## src/rtl/enc_if.sv

```systemverilog
// Bus interface for the SECDED encoder: raw data word in, registered codeword out.
interface enc_if;
  logic [127:0] IN;   // data word to encode, sampled every rising edge
  logic [136:0] OUT;  // registered SECDED codeword

  // Producer side: drives the data word, observes the codeword.
  modport master (
    output IN,
    input  OUT
  );

  // Encoder side: consumes the data word, drives the codeword.
  modport slave (
    input  IN,
    output OUT
  );
endinterface : enc_if

```

## src/rtl/enc_top.sv

```systemverilog
// SECDED Hamming encoder, 128 data bits -> 137-bit codeword.
//
// Codeword layout (bit k of OUT is codeword position k):
//   position 0              overall even parity P over positions 1..136
//   positions 2^i, i=0..7   Hamming check bit Ci
//   all other positions     data bits, IN[0] at position 3, ascending
//
// The encode is a pure XOR network; only its result is registered, giving one
// cycle of latency and one codeword per cycle with no handshake.
module enc_top (
  input  logic        clk,
  input  logic        rst,
  enc_if.slave        bus
);

  localparam int unsigned DATA_W  = 128;
  localparam int unsigned CODE_W  = 137;
  localparam int unsigned CHECK_N = 8;
  localparam int unsigned LAST_POS = CODE_W - 1;

  // True when a codeword position carries a check bit (a power of two).
  function automatic logic is_check_pos(input int unsigned pos);
    return (pos != 0) && ((pos & (pos - 1)) == 0);
  endfunction

  logic [CODE_W-1:0] code_d;
  logic [CODE_W-1:0] out_q;

  // Scatter data bits into their positions, then fill the check bits and P.
  always_comb begin
    int unsigned data_idx;
    logic        chk;

    // NOTE: every variable assigned here gets a value before any condition,
    // so no path leaves it holding a previous value and no latch is inferred.
    code_d   = '0;
    data_idx = 0;
    chk      = 1'b0;

    // Data bits occupy the non-power-of-two positions in ascending order.
    for (int unsigned pos = 1; pos <= LAST_POS; pos++) begin
      if (!is_check_pos(pos)) begin
        code_d[8'(pos)] = bus.IN[7'(data_idx)];
        data_idx++;
      end
    end

    // Ci covers every data-bearing position whose index has bit i set.
    for (int unsigned i = 0; i < CHECK_N; i++) begin
      chk = 1'b0;
      for (int unsigned pos = 3; pos <= LAST_POS; pos++) begin
        if (!is_check_pos(pos) && (((pos >> i) & 1) != 0)) begin
          chk = chk ^ code_d[8'(pos)];
        end
      end
      code_d[8'(1 << i)] = chk;
    end

    // P makes the full 137-bit word even parity, enabling double-error detect.
    code_d[0] = ^code_d[CODE_W-1:1];
  end

  // Output register: synchronous reset clears to the all-zero codeword.
  always_ff @(posedge clk) begin
    // NOTE: state is updated with non-blocking assignments so every flop
    // samples values from before the edge, independent of statement order.
    if (rst) begin
      out_q <= '0;
    end else begin
      out_q <= code_d;
    end
  end

  assign bus.OUT = out_q;

endmodule : enc_top

```

## src/flat_wrapper.sv

```systemverilog
// flat-port wrapper written by rule: the top's interface ports become plain ports
module enc_top_flat 
  (clk, rst, bus_IN, bus_OUT);
  enc_if bus_i ();
  input  logic clk;
  input  logic rst;
  input wire logic [$bits(bus_i.IN)-1:0] bus_IN;
  output wire logic [$bits(bus_i.OUT)-1:0] bus_OUT;
  assign bus_i.IN = bus_IN;
  assign bus_OUT = bus_i.OUT;
  enc_top u_core (.clk(clk), .rst(rst), .bus(bus_i));
endmodule
```

## config.mk

```make
export PLATFORM = sky130hd
export DESIGN_NAME = enc_top_flat
export DESIGN_NICKNAME = d
export VERILOG_FILES = /design/src/rtl/enc_if.sv /design/src/rtl/enc_top.sv /design/src/flat_wrapper.sv
export SDC_FILE = /design/constraint.sdc
export NUM_CORES = 1
export LEC_CHECK = 0
export BUFFER_PORTS_ARGS = -buffer_cell sky130_fd_sc_hd__buf_2
export CAP_MARGIN = 30
export CORE_MARGIN = 5
export CORE_UTILIZATION = 45
export DETAILED_ROUTE_END_ITERATION = 7
export PLACE_DENSITY = 0.76
export SLEW_MARGIN = 20
export SYNTH_ARGS = -nofsm -noshare
export SYNTH_HDL_FRONTEND = slang
export SYNTH_SLANG_ARGS = --single-unit
```

## constraint.sdc

```tcl
create_clock -name clk -period 6.7 [get_ports clk]
set_input_delay 1.34 -clock clk [delete_from_list [all_inputs] [get_ports clk]]
set_output_delay 1.34 -clock clk [all_outputs]
set_load 0.01 [all_outputs]
```

==> results.ini, run 1 <==
[clock_tree]
cts.path.max_buffers=2
path_clk_slew_ps=60
h-tree-depth=4
cts.sink_count=136
post_cts_buffers=0
cts_tree=yes
cts_hold_buf=0
postCtsResizedCells=0
cts_buffers=17
cts-root-buf=clkbuf_16

[sta]
relSlewSlack=0.552
setup_viol=0
whs_ps=1170
tightest_slew_ps=671
hold_violations=0
timing.fmax_ghz=0.263
min_period_ps=3800
rsz0062_at_grt=no
fin_setup_tns_ps=0
slew_viol_final=0
period_share=0.568

[logic_synthesis]
synth_xor_xnor_area_share=0.407
syn-num-nets=657
synthesis.area_um2=6120
ys_seq_elements=136
synthAdderAreaFrac=0
synth_mux_area_frac=0
synth_compound_area_frac=0
synth_top_family_by_area=XOR/XNOR gates
yosysSeqAreaShare=0.445
syn-instance-count=527
synth_cell_types=12
synthSimpleGateAreaFrac=0.137
syn_area_per_cell_um2=11.6
yosysWarningCount=0
yosysTopAreaCellShare=0.445
synth_area_leader_cell=dfxtp_1
yosys-top-cells-area=dfxtp_1, xnor2_1, nor2b_1

[worst_setup_path]
crit_path_end_kind=register
crit_path_start_kind=input pin
critical_path_arrival_ps=4070
critical_path_required_ps=6960
endpoint=u_core.bus.OUT[0]
critical_path_class=input pin to register
cp_max_fo=3
startpoint=bus_IN[48]

[floorplanning]
initial_core_util=0.460
die_w_um=127
die_h_um=127
die_area_um2=16000
fp-row-count=42
core_area_um2=13300
io_pins=267

[global_routing]
antenna_found_initial=1
overflow=0
grt_pass1_wl_um=25100
grt_max_degree=71
grt_pass1_vias=4601
grtUsageTotal=0.204

[placed_design]
dp_hpwl_um=13500
finalWeightedCongestion=0.877
io_buffers=265

[flow_run]
cap_violations=0

[cells_and_area]
multi_input_area_um2=3330
nets=926
fill_cells=1124
final_core_util=0.611
seqCellArea_um2=2720
layout-drive-gt1-share=0.363
largest_reg_flops=136
syn_to_final_growth_pct=32.8
num_antenna_cells=0

[power]
power_density_nw_per_um2=399
max-vdd-ir-drop_uv=402
p_leak_nw=3.78

[routing]
ant_nets=0
first_pass_iters=4
via_per_inst=4.39
drc=0
drt_iter0_drc=144
wl_per_cell_um=16.5
num_vias=4317
wl_um=16300

[run_status]
status=finished, final reports clean

[hold_path]
min_path_type=input pin to register

-- per-layer routing --
layer / part of all wire / GRT usage / up-vias
li1: - / - / 2150
met1: 0.43 / 0.255 / 1977
met2: 0.48 / 0.339 / 179
met3: 0.082 / 0.0656 / 11
met4: 0.010 / 0.0599 / 0
met5: 0 / 0 / -
-- how the worst min path moves through the flow --
stage / startpoint / end / slack (ps) / cells past startpoint
detailed placement: bus_IN[80] / u_core.bus.OUT[88] / 1580 / 2
CTS: bus_IN[3] / u_core.bus.OUT[7] / 1150 / 2
finish: bus_IN[3] / u_core.bus.OUT[7] / 1170 / 2
floorplan: bus_IN[92] / u_core.bus.OUT[100] / 1470 / 1
global route: bus_IN[96] / u_core.bus.OUT[104] / 1160 / 2
global placement: bus_IN[64] / u_core.bus.OUT[72] / 1570 / 2
-- placed cells by master (no fill, tap or decap), drive strengths merged --
cell type,instances
buf,266
clkbuf,23
clkinv,3
clkinvlp,4
conb,1
dfxtp,136
nor2,6
nor2b,130
xnor2,181
xnor3,27
xor2,28
xor3,2
-- power breakdown --
group          internal (mW)  switching [mW]  leakage, nW
combinational          0.946           0.594         2.41
clock                  0.487           0.325        0.241
sequential             0.882          0.0135         1.13
-- cell families after synthesis --
| family | count (synthesis) |
|---|---|
| flops | 136 |
| xor+xnor | 238 |
| other cells | 1 |
| buf+inv | 16 |
| simple gates | 136 |
-- area by class of cell --
class | instances | share of cell area
tap | 176 | 0.0271
timing repair buffer | 266 | 0.164
clock inverter | 7 | 0.00600
clock buffer | 23 | 0.0576
multi-input combinational | 375 | 0.410
sequential | 136 | 0.335
-- worst max-delay path, stage by stage --
cell and delay (ps):
buf_2 110, xnor3_1 480, xnor2_1 190, xnor3_1 420, xnor3_1 330, xnor3_1 390
xnor3_1 400, xnor3_1 370, nor2_1 40
-- through the flow --
step / setup WS (ps) / instances / cell area, um2 / power (mW)
floorplan: 2790 / 527 / 6120 / 2.15
global placement: 2530 / 953 / 7610 / 2.43
detailed placement: 2480 / 953 / 7610 / 2.47
CTS: 2890 / 983 / 8130 / 3.29
global route: 2790 / 983 / 8130 / 3.43
finish: 2900 / 983 / 8130 / 3.25
-- synth_stat cells, drive strengths merged --
master / n
nor2b: 130
xor3: 2
dfxtp: 136
conb: 1
xor2: 28
xnor2: 181
clkbuf: 14
nor2: 6
xnor3: 27
buf: 2
Power figures use the tool's default switching activity.
==> inputs of run 2 (changes only) <==
--- a/config.mk
+++ b/config.mk
@@ -8,7 +8,7 @@
 export BUFFER_PORTS_ARGS = -buffer_cell sky130_fd_sc_hd__buf_2
 export CAP_MARGIN = 30
 export CORE_MARGIN = 5
-export CORE_UTILIZATION = 45
+export CORE_UTILIZATION = 43
 export DETAILED_ROUTE_END_ITERATION = 7
 export PLACE_DENSITY = 0.76
 export SLEW_MARGIN = 20
==> constraint.sdc (replaced) <==
create_clock -name clk -period 3.3 [get_ports clk]
set_input_delay 0.66 -clock clk [delete_from_list [all_inputs] [get_ports clk]]
set_output_delay 0.66 -clock clk [all_outputs]
set_load 0.01 [all_outputs]
==> run 2 against run 1 <==
Against the previous run:
- largest power group unchanged
- count of clock-buffer cells in the layout unchanged
- total power up 110%
- worst setup slack worse by 2700 ps
- wire length up 2.0%
- largest cell class unchanged
- sequential cell count unchanged
- core utilization down 1.5 points
- critical path type unchanged
- final cell count up 2.4%
- via count up 1.0%
- global-route usage down 0.80 points
==> results.ini, run 2 (synthesis gave the netlist of run 1 again) <==
[global_routing]
overflow=0  ; unchanged
grtUsageTotal=0.196  ; -0.00798
antenna_found_initial=0  ; -1
grt_max_degree=74  ; +4.2%
grt_pass1_wl_um=24200  ; -3.9%
grt_pass1_vias=4411  ; -4.1%

[routing]
wl_met2_um=7970  ; +2.1%
num_vias=4361  ; +1.0%
first_pass_iters=4  ; unchanged
ant_nets=0  ; unchanged
drc=0  ; unchanged
wl_um=16600  ; +2.0%
drt_iter0_drc=106  ; -26%
via_per_inst=4.33  ; -1.4%
wl_per_cell_um=16.5  ; -0.46%
wl_met3_um=1550  ; +17%
wl_met1_um=6880  ; -1.3%
maxUsedRoutingLayer=met4

[worst_setup_path]
critical_path_class=input pin to register
crit_path_start_kind=input pin
max_stage_delay_ps=470  ; about the same
cp_top_family=XOR/XNOR gates
crit_buf_inv=1  ; unchanged
crit_path_end_kind=register
crit_chain=buf_2, xnor3_1, xnor2_1, xnor3_1, xnor3_1, xnor3_1, xnor3_1, xnor3_1, nor2_1
slowest_stage=xnor3_1
critical_path_required_ps=3590  ; -3370 ps
critical_path_arrival_ps=3410  ; -660 ps
cp_max_fo=3  ; unchanged
crit_top_cell=xnor3_1
cp_num_cells=9  ; unchanged

[sta]
period_share=0.943
rsz0062_at_grt=no
timing.fmax_ghz=0.321
setup_viol=0  ; unchanged
slew_viol_final=0  ; unchanged
hold_violations=0  ; unchanged
min_period_ps=3110
setup_ws_ps=188  ; -2710 ps

[cells_and_area]
largest_reg_flops=136  ; unchanged
final_common_cell=buf_2
final_core_util=0.597  ; -0.0148
num_antenna_cells=0  ; unchanged
mostFrequentLayoutCells=buf_2, xnor2_1, dfxtp_1
layout-drive-gt1-share=0.378  ; +0.0154
syn_to_final_growth_pct=35.9
fill_cells=1205  ; +7.2%
nets=945  ; +2.1%

[floorplanning]
die_h_um=129  ; +2.1%
io_pins=267  ; unchanged
initial_core_util=0.439  ; -0.0211
die_area_um2=16700  ; +4.3%
fp-row-count=43  ; +2.4%
core_area_um2=13900  ; +4.8%
die_w_um=129  ; +2.1%

[clock_tree]
cts_tree=yes
cts_hold_buf=0  ; unchanged
postCtsResizedCells=0  ; unchanged
post_cts_buffers=0  ; unchanged
cts_buffers=17  ; unchanged
cts.sink_count=136  ; unchanged
cts-root-buf=clkbuf_16
cts.path.max_buffers=2  ; unchanged
h-tree-depth=4  ; unchanged
path_clk_slew_ps=60  ; about the same

[run_status]
status=finished, final reports clean

[placed_design]
io_buffers=265  ; unchanged
pre_cts_ws_ps=-245  ; -2720 ps
finalWeightedCongestion=0.770  ; -12%
dp_hpwl_um=13600  ; +1.1%

[power]
power_mw=6.72  ; +110%
p_leak_nw=3.90  ; +3.1%
power_density_nw_per_um2=808  ; +100%
max-vdd-ir-drop_uv=849  ; +110%

[hold_path]
min_path_type=input pin to register
whs_path_depth=2  ; unchanged

[flow_run]
cap_violations=0  ; unchanged

run 2: cell types whose count changed in the layout (fill, tap and decap cells not counted), sizes merged:
cell      previous run  this run
buf                266       285
clkinv               3         5
clkinvlp             4         2
bufinv               0         1
run 2: worst paths after layout:
check,slack (ps),to,from
max,190,u_core.bus.OUT[0],bus_IN[48]
min,480,u_core.bus.OUT[120],bus_IN[112]
run 2: through the flow:
step                      std cells  hold slack (ps)  setup TNS (ps)  cell area [um2]
after floorplan                 527              788               0             6120
after global placement          976              887            -195             7770
after detailed placement        976              891            -245             7770
after CTS                      1007              453               0             8310
after global routing           1007              469               0             8310
final                          1007              478               0             8310
run 2: report_power, final:
group          switching, mW  internal [mW]  total, mW
clock network          0.683           1.07       1.75
registers             0.0258           1.79       1.82
logic                   1.17           1.98       3.15
run 2: metal layers:
layer,vias up,global-route usage
li1,2185,-
met1,1980,0.240
met5,-,0
met4,0,0.0574
met3,15,0.0631
met2,181,0.331
run 2: final cells by class:
| type | instances | area (um2) | area share |
|---|---|---|---|
| sequential | 136 | 2720 | 0.327 |
| clock inverter | 8 | 73.8 | 0.00888 |
| clock buffer | 23 | 468 | 0.0563 |
| multi-input combinational | 375 | 3330 | 0.401 |
| timing repair buffer | 285 | 1490 | 0.179 |
| tap | 180 | 225 | 0.0271 |
